`src/rtl/i2c_globals_pkg.sv`:
```
// ---------------------------------------------------------------------------
// i2c_globals_pkg
// Environment-wide I2C constants shared by every agent and responder.
//   NO_OF_SLAVES : number of target-side responders instantiated on the bus.
// ---------------------------------------------------------------------------
package i2c_globals_pkg;

    localparam int NO_OF_SLAVES = 4;

endpackage : i2c_globals_pkg

```
`src/rtl/i2c_slave_ctrl_pkg.sv`:
```
// ---------------------------------------------------------------------------
// i2c_slave_ctrl_pkg
// Types and constants for the I2C target-side controller.
//   i2c_slave_state_e : protocol state machine encoding
//   BYTE_WIDTH        : bits per transferred byte
//   ACK / NACK        : SDA levels of the acknowledge slot
//   SLAVE_IDX_W       : width needed to number one responder instance
// ---------------------------------------------------------------------------
package i2c_slave_ctrl_pkg;

    import i2c_globals_pkg::*;

    localparam int   BYTE_WIDTH  = 8;
    localparam logic ACK         = 1'b0;
    localparam logic NACK        = 1'b1;
    localparam int   SLAVE_IDX_W = (NO_OF_SLAVES > 1) ? $clog2(NO_OF_SLAVES) : 1;

    typedef enum logic [3:0] {
        ST_IDLE      = 4'd0,
        ST_ADDR      = 4'd1,
        ST_ADDR_ACK  = 4'd2,
        ST_PTR       = 4'd3,
        ST_PTR_ACK   = 4'd4,
        ST_WDATA     = 4'd5,
        ST_WDATA_ACK = 4'd6,
        ST_RDATA     = 4'd7,
        ST_RDATA_ACK = 4'd8,
        ST_IGNORE    = 4'd9
    } i2c_slave_state_e;

endpackage : i2c_slave_ctrl_pkg

```
`src/rtl/i2c_slave_ctrl_bus_cond.sv`:
```
// ---------------------------------------------------------------------------
// i2c_bus_cond_detect
// Synchronizes the raw SCL/SDA pins into the pclk domain and derives the
// single-cycle bus events the protocol engine reacts to.
//   pclk, areset      : system clock, synchronous active-high reset
//   scl_i, sda_i      : raw bus levels
//   scl_s, sda_s      : synchronized levels
//   scl_rise/scl_fall : one-cycle SCL edge pulses
//   start_det         : SDA 1->0 while SCL high
//   stop_det          : SDA 0->1 while SCL high
// Events are combinational from the second synchronizer stage and its
// delayed copy, so the engine acts on the third pclk edge after a pin edge.
// ---------------------------------------------------------------------------
module i2c_bus_cond_detect (
    input  logic pclk,
    input  logic areset,
    input  logic scl_i,
    input  logic sda_i,
    output logic scl_s,
    output logic sda_s,
    output logic scl_rise,
    output logic scl_fall,
    output logic start_det,
    output logic stop_det
);

    logic scl_meta_r;
    logic scl_sync_r;
    logic scl_dly_r;
    logic sda_meta_r;
    logic sda_sync_r;
    logic sda_dly_r;

    // Two-flop synchronizers plus a one-cycle delayed copy for edge detection
    always_ff @(posedge pclk) begin
        if (areset) begin
            // An idle bus is high on both lines; resetting high avoids a
            // spurious edge or START right after reset.
            scl_meta_r <= 1'b1;
            scl_sync_r <= 1'b1;
            scl_dly_r  <= 1'b1;
            sda_meta_r <= 1'b1;
            sda_sync_r <= 1'b1;
            sda_dly_r  <= 1'b1;
        end else begin
            scl_meta_r <= scl_i;
            scl_sync_r <= scl_meta_r;
            scl_dly_r  <= scl_sync_r;
            sda_meta_r <= sda_i;
            sda_sync_r <= sda_meta_r;
            sda_dly_r  <= sda_sync_r;
        end
    end

    assign scl_s     = scl_sync_r;
    assign sda_s     = sda_sync_r;
    assign scl_rise  = scl_sync_r & ~scl_dly_r;
    assign scl_fall  = ~scl_sync_r & scl_dly_r;
    // SCL must be high in both samples so an SDA change coinciding with an
    // SCL edge is never mistaken for a bus condition.
    assign start_det = scl_sync_r & scl_dly_r & sda_dly_r & ~sda_sync_r;
    assign stop_det  = scl_sync_r & scl_dly_r & ~sda_dly_r & sda_sync_r;

endmodule : i2c_bus_cond_detect

```
`src/rtl/i2c_slave_ctrl.sv`:
```
// ---------------------------------------------------------------------------
// i2c_slave_ctrl
// I2C target responder with a byte-wide register bank and auto-incrementing
// register pointer. Writes: address, pointer byte, then data bytes stored
// from the pointer upward. Reads return bank bytes from the pointer upward
// until the master NACKs.
//   pclk, areset  : system clock (>= 8x SCL), synchronous active-high reset
//   scl_i, sda_i  : raw bus lines
//   sda_oe        : 1 pulls SDA low, 0 releases it
//   host_rd_addr  : host-side bank read index
//   host_rd_data  : bank[host_rd_addr], combinational
//   wr_pulse      : one-cycle strobe when a data byte is stored
//   wr_index      : bank index stored, valid with wr_pulse
//   busy          : high between START and STOP
//   nack_seen     : one-cycle strobe when the master NACKs a read byte
// ---------------------------------------------------------------------------
module i2c_slave_ctrl
    import i2c_slave_ctrl_pkg::*;
#(
    parameter logic [6:0] SLAVE_ADDRESS = 7'h68,
    parameter int         NO_OF_REGS    = 8,
    parameter logic [7:0] RESET_VALUE   = 8'h00
) (
    input  logic                          pclk,
    input  logic                          areset,
    input  logic                          scl_i,
    input  logic                          sda_i,
    output logic                          sda_oe,
    input  logic [$clog2(NO_OF_REGS)-1:0] host_rd_addr,
    output logic [BYTE_WIDTH-1:0]         host_rd_data,
    output logic                          wr_pulse,
    output logic [$clog2(NO_OF_REGS)-1:0] wr_index,
    output logic                          busy,
    output logic                          nack_seen
);

    localparam int               PTR_W   = $clog2(NO_OF_REGS);
    localparam logic [PTR_W-1:0] PTR_ONE = PTR_W'(1);

    // Bus conditioning outputs
    logic scl_s;
    logic sda_s;
    logic scl_rise_s;
    logic scl_fall_s;
    logic start_det_s;
    logic stop_det_s;

    // Registered state
    i2c_slave_state_e        state_r;
    logic [2:0]              bit_cnt_r;
    logic [BYTE_WIDTH-1:0]   shift_r;
    logic                    byte_done_r;
    logic                    rw_r;
    logic [PTR_W-1:0]        ptr_r;
    logic [BYTE_WIDTH-1:0]   tx_r;
    logic                    sda_oe_r;
    logic                    busy_r;
    logic                    wr_pulse_r;
    logic [PTR_W-1:0]        wr_index_r;
    logic                    nack_seen_r;
    logic [BYTE_WIDTH-1:0]   bank_r [NO_OF_REGS];

    // Next-state values
    i2c_slave_state_e        state_s;
    logic [2:0]              bit_cnt_s;
    logic [BYTE_WIDTH-1:0]   shift_s;
    logic                    byte_done_s;
    logic                    rw_s;
    logic [PTR_W-1:0]        ptr_s;
    logic [BYTE_WIDTH-1:0]   tx_s;
    logic                    sda_oe_s;
    logic                    busy_s;
    logic                    wr_pulse_s;
    logic [PTR_W-1:0]        wr_index_s;
    logic                    nack_seen_s;
    logic                    bank_we_s;

    // Derived strobes
    logic                    rx_sample_s;
    logic                    drive_slot_s;
    logic [BYTE_WIDTH-1:0]   rx_byte_s;

    i2c_bus_cond_detect u_bus_cond (
        .pclk      (pclk),
        .areset    (areset),
        .scl_i     (scl_i),
        .sda_i     (sda_i),
        .scl_s     (scl_s),
        .sda_s     (sda_s),
        .scl_rise  (scl_rise_s),
        .scl_fall  (scl_fall_s),
        .start_det (start_det_s),
        .stop_det  (stop_det_s)
    );

    // byte_done_r blocks further sampling once 8 bits are in, until the ACK
    // slot has been entered on the following SCL fall.
    assign rx_sample_s  = scl_rise_s & ~byte_done_r;
    // SDA may only change while SCL is low
    assign drive_slot_s = scl_fall_s & ~scl_s;
    assign rx_byte_s    = {shift_r[BYTE_WIDTH-2:0], sda_s};

    // Next-state and output decode; bus conditions override bit activity
    always_comb begin
        state_s     = state_r;
        bit_cnt_s   = bit_cnt_r;
        shift_s     = shift_r;
        byte_done_s = byte_done_r;
        rw_s        = rw_r;
        ptr_s       = ptr_r;
        tx_s        = tx_r;
        sda_oe_s    = sda_oe_r;
        busy_s      = busy_r;
        wr_pulse_s  = 1'b0;
        wr_index_s  = wr_index_r;
        nack_seen_s = 1'b0;
        bank_we_s   = 1'b0;

        if (start_det_s) begin
            // Also covers repeated START; the pointer is deliberately kept
            state_s     = ST_ADDR;
            bit_cnt_s   = 3'd7;
            byte_done_s = 1'b0;
            sda_oe_s    = 1'b0;
            busy_s      = 1'b1;
        end else if (stop_det_s) begin
            state_s     = ST_IDLE;
            byte_done_s = 1'b0;
            sda_oe_s    = 1'b0;
            busy_s      = 1'b0;
        end else begin
            case (state_r)
                ST_IDLE, ST_IGNORE: begin
                    sda_oe_s = 1'b0;
                end

                ST_ADDR, ST_PTR, ST_WDATA: begin
                    if (rx_sample_s) begin
                        shift_s = rx_byte_s;
                        if (bit_cnt_r == 3'd0) begin
                            byte_done_s = 1'b1;
                            if (state_r == ST_WDATA) begin
                                bank_we_s  = 1'b1;
                                wr_pulse_s = 1'b1;
                                wr_index_s = ptr_r;
                                ptr_s      = ptr_r + PTR_ONE;
                            end else begin
                                bank_we_s = 1'b0;
                            end
                        end else begin
                            bit_cnt_s = bit_cnt_r - 3'd1;
                        end
                    end else if (drive_slot_s && byte_done_r) begin
                        byte_done_s = 1'b0;
                        case (state_r)
                            ST_ADDR: begin
                                if (shift_r[BYTE_WIDTH-1:1] == SLAVE_ADDRESS) begin
                                    rw_s     = shift_r[0];
                                    sda_oe_s = 1'b1;
                                    state_s  = ST_ADDR_ACK;
                                end else begin
                                    state_s  = ST_IGNORE;
                                end
                            end
                            ST_PTR: begin
                                // Power-of-two depth: truncation is the modulo
                                ptr_s    = shift_r[PTR_W-1:0];
                                sda_oe_s = 1'b1;
                                state_s  = ST_PTR_ACK;
                            end
                            ST_WDATA: begin
                                sda_oe_s = 1'b1;
                                state_s  = ST_WDATA_ACK;
                            end
                            default: begin
                                sda_oe_s = 1'b0;
                                state_s  = ST_IDLE;
                            end
                        endcase
                    end else begin
                        sda_oe_s = sda_oe_r;
                    end
                end

                ST_ADDR_ACK: begin
                    if (drive_slot_s) begin
                        bit_cnt_s   = 3'd7;
                        byte_done_s = 1'b0;
                        if (rw_r == 1'b0) begin
                            sda_oe_s = 1'b0;
                            state_s  = ST_PTR;
                        end else begin
                            tx_s     = bank_r[ptr_r];
                            sda_oe_s = ~bank_r[ptr_r][BYTE_WIDTH-1];
                            state_s  = ST_RDATA;
                        end
                    end else begin
                        sda_oe_s = sda_oe_r;
                    end
                end

                ST_PTR_ACK, ST_WDATA_ACK: begin
                    if (drive_slot_s) begin
                        sda_oe_s    = 1'b0;
                        bit_cnt_s   = 3'd7;
                        byte_done_s = 1'b0;
                        state_s     = ST_WDATA;
                    end else begin
                        sda_oe_s = sda_oe_r;
                    end
                end

                ST_RDATA: begin
                    // bit_cnt_r is the index of the bit currently on the bus
                    if (drive_slot_s) begin
                        if (bit_cnt_r != 3'd0) begin
                            bit_cnt_s = bit_cnt_r - 3'd1;
                            sda_oe_s  = ~tx_r[bit_cnt_r - 3'd1];
                        end else begin
                            sda_oe_s    = 1'b0;
                            byte_done_s = 1'b0;
                            state_s     = ST_RDATA_ACK;
                        end
                    end else begin
                        sda_oe_s = sda_oe_r;
                    end
                end

                ST_RDATA_ACK: begin
                    // byte_done_r marks "master ACKed, next byte pending"
                    if (scl_rise_s && !byte_done_r) begin
                        if (sda_s == ACK) begin
                            ptr_s       = ptr_r + PTR_ONE;
                            byte_done_s = 1'b1;
                        end else begin
                            nack_seen_s = 1'b1;
                            state_s     = ST_IGNORE;
                        end
                    end else if (drive_slot_s && byte_done_r) begin
                        byte_done_s = 1'b0;
                        tx_s        = bank_r[ptr_r];
                        sda_oe_s    = ~bank_r[ptr_r][BYTE_WIDTH-1];
                        bit_cnt_s   = 3'd7;
                        state_s     = ST_RDATA;
                    end else begin
                        sda_oe_s = sda_oe_r;
                    end
                end

                default: begin
                    sda_oe_s = 1'b0;
                    state_s  = ST_IDLE;
                end
            endcase
        end
    end

    // Protocol state and output registers
    always_ff @(posedge pclk) begin
        if (areset) begin
            state_r     <= ST_IDLE;
            bit_cnt_r   <= 3'd7;
            shift_r     <= '0;
            byte_done_r <= 1'b0;
            rw_r        <= 1'b0;
            ptr_r       <= '0;
            tx_r        <= '0;
            sda_oe_r    <= 1'b0;
            busy_r      <= 1'b0;
            wr_pulse_r  <= 1'b0;
            wr_index_r  <= '0;
            nack_seen_r <= 1'b0;
        end else begin
            state_r     <= state_s;
            bit_cnt_r   <= bit_cnt_s;
            shift_r     <= shift_s;
            byte_done_r <= byte_done_s;
            rw_r        <= rw_s;
            ptr_r       <= ptr_s;
            tx_r        <= tx_s;
            sda_oe_r    <= sda_oe_s;
            busy_r      <= busy_s;
            wr_pulse_r  <= wr_pulse_s;
            wr_index_r  <= wr_index_s;
            nack_seen_r <= nack_seen_s;
        end
    end

    // Register bank storage
    always_ff @(posedge pclk) begin
        if (areset) begin
            for (int i = 0; i < NO_OF_REGS; i++) begin
                bank_r[i] <= RESET_VALUE;
            end
        end else if (bank_we_s) begin
            bank_r[ptr_r] <= rx_byte_s;
        end
    end

    assign sda_oe       = sda_oe_r;
    assign busy         = busy_r;
    assign wr_pulse     = wr_pulse_r;
    assign wr_index     = wr_index_r;
    assign nack_seen    = nack_seen_r;
    assign host_rd_data = bank_r[host_rd_addr];

endmodule : i2c_slave_ctrl

```
`config.mk`:
```
export PLATFORM = sky130hd
export DESIGN_NAME = i2c_slave_ctrl
export DESIGN_NICKNAME = d
export VERILOG_FILES = /design/src/rtl/i2c_globals_pkg.sv /design/src/rtl/i2c_slave_ctrl_pkg.sv /design/src/rtl/i2c_slave_ctrl_bus_cond.sv /design/src/rtl/i2c_slave_ctrl.sv
export SDC_FILE = /design/constraint.sdc
export NUM_CORES = 1
export LEC_CHECK = 0
export BUFFER_PORTS_ARGS = -buffer_cell sky130_fd_sc_hd__buf_2
export CORE_MARGIN = 1
export CORE_UTILIZATION = 50
export DETAILED_ROUTE_END_ITERATION = 16
export PLACE_DENSITY_LB_ADDON = 0.25
export SETUP_SLACK_MARGIN = 0.3
export SYNTH_ARGS = -nofsm -noshare
export SYNTH_HDL_FRONTEND = slang
export SYNTH_SLANG_ARGS = --single-unit
```
`constraint.sdc`:
```
create_clock -name pclk -period 4.9 [get_ports pclk]
set_input_delay 0.98 -clock pclk [delete_from_list [all_inputs] [get_ports pclk]]
set_output_delay 0.98 -clock pclk [all_outputs]
set_load 0.02 [all_outputs]
```
After elaboration in Yosys (flattened, before gate mapping)
Memory sizes are Yosys's and may differ from the RTL's. A register that Yosys moved wholly into a read port is not among the register bits.
Cells that the tools add are included.
Storage, ports and cells
  flip-flop bits (word level): 41
  bits in writable memories: 64
  output and inout port bits: 15
  word-level logic and storage cells: 193
  memories: 1
Memory list
  bank_r: words 8, bits a word 8, read ports 2, clocked after Yosys merged registers in 1, wr ports 8, line i2c_slave_ctrl.sv:61  | logic [BYTE_WIDTH-1:0] bank_r [NO_OF_REGS];
Cells by class
  add/sub/neg operators: 2
  $lt $le $gt $ge: 1
  equality and inequality tests: 42
  multiplexer cells: 77
  bitwise logic cells: 22
  reduce and logical (&&, ||, !) cells: 29
Operator list (number)
  $mux W3: 18
  $mux W4: 10
  $mux W8: 5
  $reduce_and A9 Y1: 4
  $mux W1: 35
  $ne A2 B2 Y1 const B: 14
  $ne A3 B3 Y1 const B: 8
  $ne A4 B4 Y1 const B: 6
  $pmux W4 S6: 1
  $eq A4 B3 Y1 const B: 4
  $pmux W8 S2: 1
  $reduce_and A7 Y1: 2
  $not A1 Y1: 13
  $pmux W3 S4: 1
  $pmux W4 S3: 1
  $reduce_and A6 Y1: 2
  $and A1 B1 Y1: 9
  $reduce_or A3 Y1: 3
  $eq A4 B2 Y1 const B: 2
  $eq A4 B4 Y1 const B: 2
  $reduce_and A8 Y1: 1
  $reduce_or A2 Y1: 4
  $reduce_or A8 Y1: 1
  $eq A7 B7 Y1 const B: 1
  22 further kinds: 25

Depth between registers and ports, before layout
  depth in word-level cells: 12
  mapped depth: 8

Cells and area by module
Synthesis repeated with hierarchy kept, for this count alone.
Unflattened totals
  cell total of the unflattened synthesis: 479
  area total of the unflattened synthesis: 5729.2 sq um
By module, submodules not included
  i2c_slave_ctrl: times used 1, cells an instance 463, area each 5539.1 sq um, sequential area each 2682.6 sq um
  i2c_bus_cond_detect: times used 1, cells an instance 16, area each 190.2 sq um, sequential area each 120.1 sq um

Worst setup path before layout
OpenSTA, ideal clock, no wires.
  kind: in2out
  from: input port host_rd_addr[0]
  to: output port host_rd_data[0]
  arrival time: 2.537 ns
  setup slack: 1.383 ns
  cell stages on the path: 4
  path through: clkbuf_1 buf_2 mux4_2 mux2_2
On the way
  cells in the longest elaborated chain, start to end: 1
Ends and longest elaborated chain
  from (decl): line i2c_slave_ctrl.sv:29  | input logic [$clog2(NO_OF_REGS)-1:0] host_rd_addr,
  $mem_v2 Z8 W8
  to (decl): line i2c_slave_ctrl.sv:30  | output logic [BYTE_WIDTH-1:0] host_rd_data,
Every way passes these cells.

Final worst setup path
  from: input port host_rd_addr[0]
  to: output port host_rd_data[7]
Same word-level chain as after synthesis.

==> impl_metrics.xml <==
<?xml version="1.0" encoding="UTF-8"?>
<metrics>
  <group name="timing">
    <metric name="finalWorstPathRequiredPeriod" unit="ns">3.45</metric>
    <metric name="max_freq" unit="MHz">290</metric>
    <metric name="worst_pin_slew" unit="ns">1.03</metric>
    <metric name="post-route-period-util" unit="">0.705</metric>
    <metric name="grt_setup_unrepaired" unit="">false</metric>
    <metric name="report.final.slew_viol_count" unit="">0</metric>
    <metric name="maxSlewHeadroom" unit="">0.306</metric>
    <metric name="post-route-worst-setup-slack" unit="ns">1.45</metric>
    <metric name="timing.final.hold_violations" unit="">0</metric>
    <metric name="setup_violations" unit="">0</metric>
    <metric name="finClkSkew" unit="ns">0.00751</metric>
    <metric name="totalNegativeSetupSlack" unit="ns">0</metric>
  </group>
  <group name="worst_setup_path">
    <metric name="critPathMaxFanout" unit="">16</metric>
    <metric name="type_of_destination_of_the_critical_path" unit="">output pin</metric>
    <metric name="start_kind" unit="">primary input</metric>
    <metric name="timing.setup.critical_path_class" unit="">primary input to output pin</metric>
    <metric name="cp_data_required_time" unit="ns">3.92</metric>
    <metric name="reg2regPathDepth" unit="">4</metric>
    <metric name="cp_data_arrival_time" unit="ns">2.47</metric>
    <metric name="worstReg2RegStart" unit="">state_r[0]</metric>
    <metric name="r2r_setup_slack" unit="ns">1.71</metric>
    <metric name="endpoint_of_the_worst_slack_reg_to_reg_timing_path" unit="">bank_r[6][6]</metric>
  </group>
  <group name="route">
    <metric name="drt.antenna.violating_nets" unit="">0</metric>
    <metric name="detail_route.wirelength" unit="um">13300</metric>
    <metric name="detail_route.vias_per_cell" unit="">6.19</metric>
    <metric name="detail_route.drc_violations" unit="">0</metric>
    <metric name="average_routed_wire_per_standard_cell" unit="um">21.0</metric>
    <metric name="detail_route.iter0.violations" unit="">413</metric>
    <metric name="route.vias.total" unit="">3922</metric>
    <metric name="detailedRoute.firstPassIterationCount" unit="">7</metric>
  </group>
  <group name="placement">
    <metric name="detailed_place.area" unit="mm2">0.00596</metric>
    <metric name="place_ws" unit="ns">1.44</metric>
    <metric name="gpl.final_weighted_congestion" unit="">0.897</metric>
    <metric name="place.detailed.hpwl" unit="um">9410</metric>
    <metric name="buffer_ports.inserted" unit="">21</metric>
  </group>
  <group name="layout">
    <metric name="design_area" unit="mm2">0.00626</metric>
    <metric name="layout-drive-gt1-share" unit="">0.226</metric>
    <metric name="diodes" unit="">0</metric>
    <metric name="syn2layout_area_growth" unit="%">7.45</metric>
    <metric name="finish.net_count" unit="">496</metric>
  </group>
  <group name="clock_network">
    <metric name="setup_buffers_after_cts" unit="">0</metric>
    <metric name="clock_tree.root_cell" unit="">sky130_fd_sc_hd__clkbuf_16</metric>
    <metric name="path_clk_slew" unit="ns">0.07</metric>
    <metric name="cts-hold-fix-buffers" unit="">0</metric>
    <metric name="clkLatencyLatePin" unit="ns">0.35</metric>
    <metric name="cts_buffer_depth" unit="">2</metric>
    <metric name="tritoncts_clock_tree" unit="">built</metric>
    <metric name="clock_sinks" unit="">108</metric>
    <metric name="cts-resized-gates" unit="">0</metric>
    <metric name="cts.htree.levels" unit="">3</metric>
    <metric name="cts_inserted_buffers" unit="">9</metric>
  </group>
  <group name="die">
    <metric name="ioPinCount" unit="">22</metric>
    <metric name="core.rowCount" unit="">39</metric>
    <metric name="floorplan.initialDensity" unit="">0.512</metric>
    <metric name="core_area" unit="mm2">0.0114</metric>
    <metric name="die_x" unit="um">110</metric>
    <metric name="die-area" unit="mm2">0.0121</metric>
    <metric name="fp.dieH" unit="um">110</metric>
  </group>
  <group name="yosys">
    <metric name="async_reset_ff_frac" unit="">0</metric>
    <metric name="synth.yosys.seq_area_share" unit="">0.481</metric>
    <metric name="synth_fa_ha_area_frac" unit="">0.00644</metric>
    <metric name="postSynthAreaPerCell" unit="um2">11.9</metric>
    <metric name="synth_area_in_simple_gates" unit="">0.196</metric>
    <metric name="synthDominantAreaCellType" unit="">sky130_fd_sc_hd__edfxtp_1</metric>
    <metric name="synth.area.mux_share" unit="">0.185</metric>
    <metric name="yosysWarnings" unit="">0</metric>
    <metric name="synth_cells" unit="">488</metric>
    <metric name="synth_top_family_by_area" unit="">simple AND/OR/NAND/NOR gates</metric>
    <metric name="synth-xor-area-share" unit="">0.00301</metric>
    <metric name="top_cells_by_area_in_the_synthesized_netlist" unit="">sky130_fd_sc_hd__edfxtp_1 33%, sky130_fd_sc_hd__dfxtp_1 15%, sky130_fd_sc_hd__mux4_2 13%</metric>
    <metric name="synth.distinct_cells" unit="">68</metric>
    <metric name="dominantRegCellSynth" unit="">sky130_fd_sc_hd__edfxtp_1</metric>
    <metric name="synth_nets" unit="">498</metric>
    <metric name="synth_area_in_compound_gates" unit="">0.0924</metric>
    <metric name="synth_edf_count" unit="">64</metric>
    <metric name="mappedNetlistArea" unit="mm2">0.00582</metric>
    <metric name="synthDominantCellAreaShare" unit="">0.330</metric>
    <metric name="ys_seq_elements" unit="">108</metric>
  </group>
  <group name="run">
    <metric name="maxCapViolations" unit="">0</metric>
  </group>
  <group name="min_path">
    <metric name="hold_path.class" unit="">flop to flop</metric>
    <metric name="timing.hold.worst.start" unit="">u_bus_cond.scl_meta_r</metric>
    <metric name="holdPathEnd" unit="">u_bus_cond.scl_s</metric>
    <metric name="whs_path_depth" unit="">1</metric>
  </group>
  <group name="power">
    <metric name="power-per-cell-area" unit="mW/mm2">369</metric>
    <metric name="power.ir.vdd_worst" unit="mV">0.224</metric>
    <metric name="p_leak" unit="uW">0.00228</metric>
  </group>
  <group name="grt">
    <metric name="grtUsageTotal" unit="">0.238</metric>
    <metric name="antenna_found_initial" unit="">0</metric>
    <metric name="grt_pass1_vias" unit="">3651</metric>
    <metric name="grt_pass1_wl" unit="um">20800</metric>
    <metric name="grt_start_max_net_pins" unit="">48</metric>
    <metric name="globalRoute.totalOverflow" unit="">0</metric>
  </group>
  <group name="run_status">
    <metric name="run_status" unit="">finished, final reports clean</metric>
  </group>
</metrics>
==> worst max-delay path by stage <==
stage | startpoint | to | slack [ns] | depth (start not counted)
final | host_rd_addr[0] | host_rd_data[7] | 1.45 | 4
after global routing | host_rd_addr[0] | host_rd_data[7] | 1.36 | 4
after CTS | host_rd_addr[0] | host_rd_data[7] | 1.43 | 4
after detailed placement | host_rd_addr[0] | host_rd_data[7] | 1.44 | 4
after global placement | host_rd_addr[0] | host_rd_data[7] | 1.48 | 4
after floorplan | host_rd_addr[0] | host_rd_data[0] | 1.38 | 4
==> area by class of cell <==
type / instances / area [um2]
multi-input cells: 334 / 2810
clock buffers: 10 / 250
flip-flops and latches: 108 / 2800
well taps: 143 / 179
clock inverters: 6 / 45.0
repair buffers: 26 / 143
inverters: 7 / 26.3
fillers: 976 / 5110
==> state kept, by name, summed over array words and instances (netlist names), named ones only <==
| register | cells |
|---|---|
| bank_r | 64 |
| shift_r | 8 |
| tx_r | 8 |
| state_r | 4 |
| bit_cnt_r | 3 |
| ptr_r | 3 |
| wr_index | 3 |
| busy | 1 |
| byte_done_r | 1 |
| nack_seen | 1 |
| rw_r | 1 |
| sda_oe | 1 |
| u_bus_cond.scl_dly_r | 1 |
| u_bus_cond.scl_meta_r | 1 |
| u_bus_cond.scl_s | 1 |
| u_bus_cond.sda_dly_r | 1 |
| u_bus_cond.sda_meta_r | 1 |
| u_bus_cond.sda_s | 1 |
| wr_pulse | 1 |
==> cell families after synthesis <==
logic type,count (synthesis)
AND/OR/NAND/NOR,186
flip-flops,108
AO/OA/AOI/OAI,79
multiplexers,64
buffers and inverters,46
adder cells (fa/ha/maj),3
XOR/XNOR,2
==> cell usage in the layout, fill, tap and decap left out, drive strengths merged, types with 11 or more instances in the layout <==
cell	Yosys	layout
nor2	35	35
or2	16	16
a21oi	19	19
mux4	34	34
and2	66	66
dfxtp	44	44
buf	15	26
o21ai	15	15
edfxtp	64	64
nand2	11	11
mux2i	21	21
==> synth_stat cells, types with 3 or more instances <==
master,count
sky130_fd_sc_hd__nor2_1,34
sky130_fd_sc_hd__nand2b_1,4
sky130_fd_sc_hd__clkbuf_1,24
sky130_fd_sc_hd__and3b_1,4
sky130_fd_sc_hd__dfxtp_1,44
sky130_fd_sc_hd__nor3b_1,4
sky130_fd_sc_hd__o211ai_1,3
sky130_fd_sc_hd__a31oi_1,6
sky130_fd_sc_hd__or2_2,14
sky130_fd_sc_hd__nand2_1,11
sky130_fd_sc_hd__mux4_2,34
sky130_fd_sc_hd__buf_6,3
sky130_fd_sc_hd__nor2b_1,7
sky130_fd_sc_hd__o21ai_0,14
sky130_fd_sc_hd__ha_1,3
sky130_fd_sc_hd__and2_1,66
sky130_fd_sc_hd__nor3_1,9
sky130_fd_sc_hd__nand3_1,6
sky130_fd_sc_hd__a21oi_1,19
sky130_fd_sc_hd__edfxtp_1,64
sky130_fd_sc_hd__and3_1,4
sky130_fd_sc_hd__mux2i_1,21
sky130_fd_sc_hd__a211oi_1,9
sky130_fd_sc_hd__inv_1,7
sky130_fd_sc_hd__mux2_2,9
sky130_fd_sc_hd__buf_2,11
==> routing by layer <==
metal	part of all wire	routed length [um]	global-route usage	vias to the layer above
met4	0.026	343	0.100	0
met5	0	0	0	-
met2	0.47	6230	0.368	139
met3	0.055	738	0.0225	19
met1	0.45	6000	0.343	1932
li1	-	-	-	1832
==> metrics by stage <==
step	total power (uW)	hold slack [ns]	instances	util
final	2310	0.411	634	0.550
after global routing	2420	0.439	634	0.550
after CTS	2320	0.412	634	0.550
after detailed placement	1610	0.395	618	0.524
after global placement	1600	0.398	618	0.524
after floorplan	1510	0.389	488	-
==> where the power goes <==
| group | leakage (uW) | internal, uW | switching [uW] |
|---|---|---|---|
| logic | 0.00111 | 221 | 288 |
| clock network | 0.000150 | 380 | 335 |
| registers | 0.00102 | 1000 | 88.3 |
| total | 0.00228 | 1600 | 711 |
==> critical path, cell delays in order <==
cell                     delay [ns]
sky130_fd_sc_hd__buf_2         0.44
sky130_fd_sc_hd__mux4_2        0.58
sky130_fd_sc_hd__mux2_2        0.30
sky130_fd_sc_hd__buf_2         0.16
No activity file was read; power rests on OpenSTA's default activity.
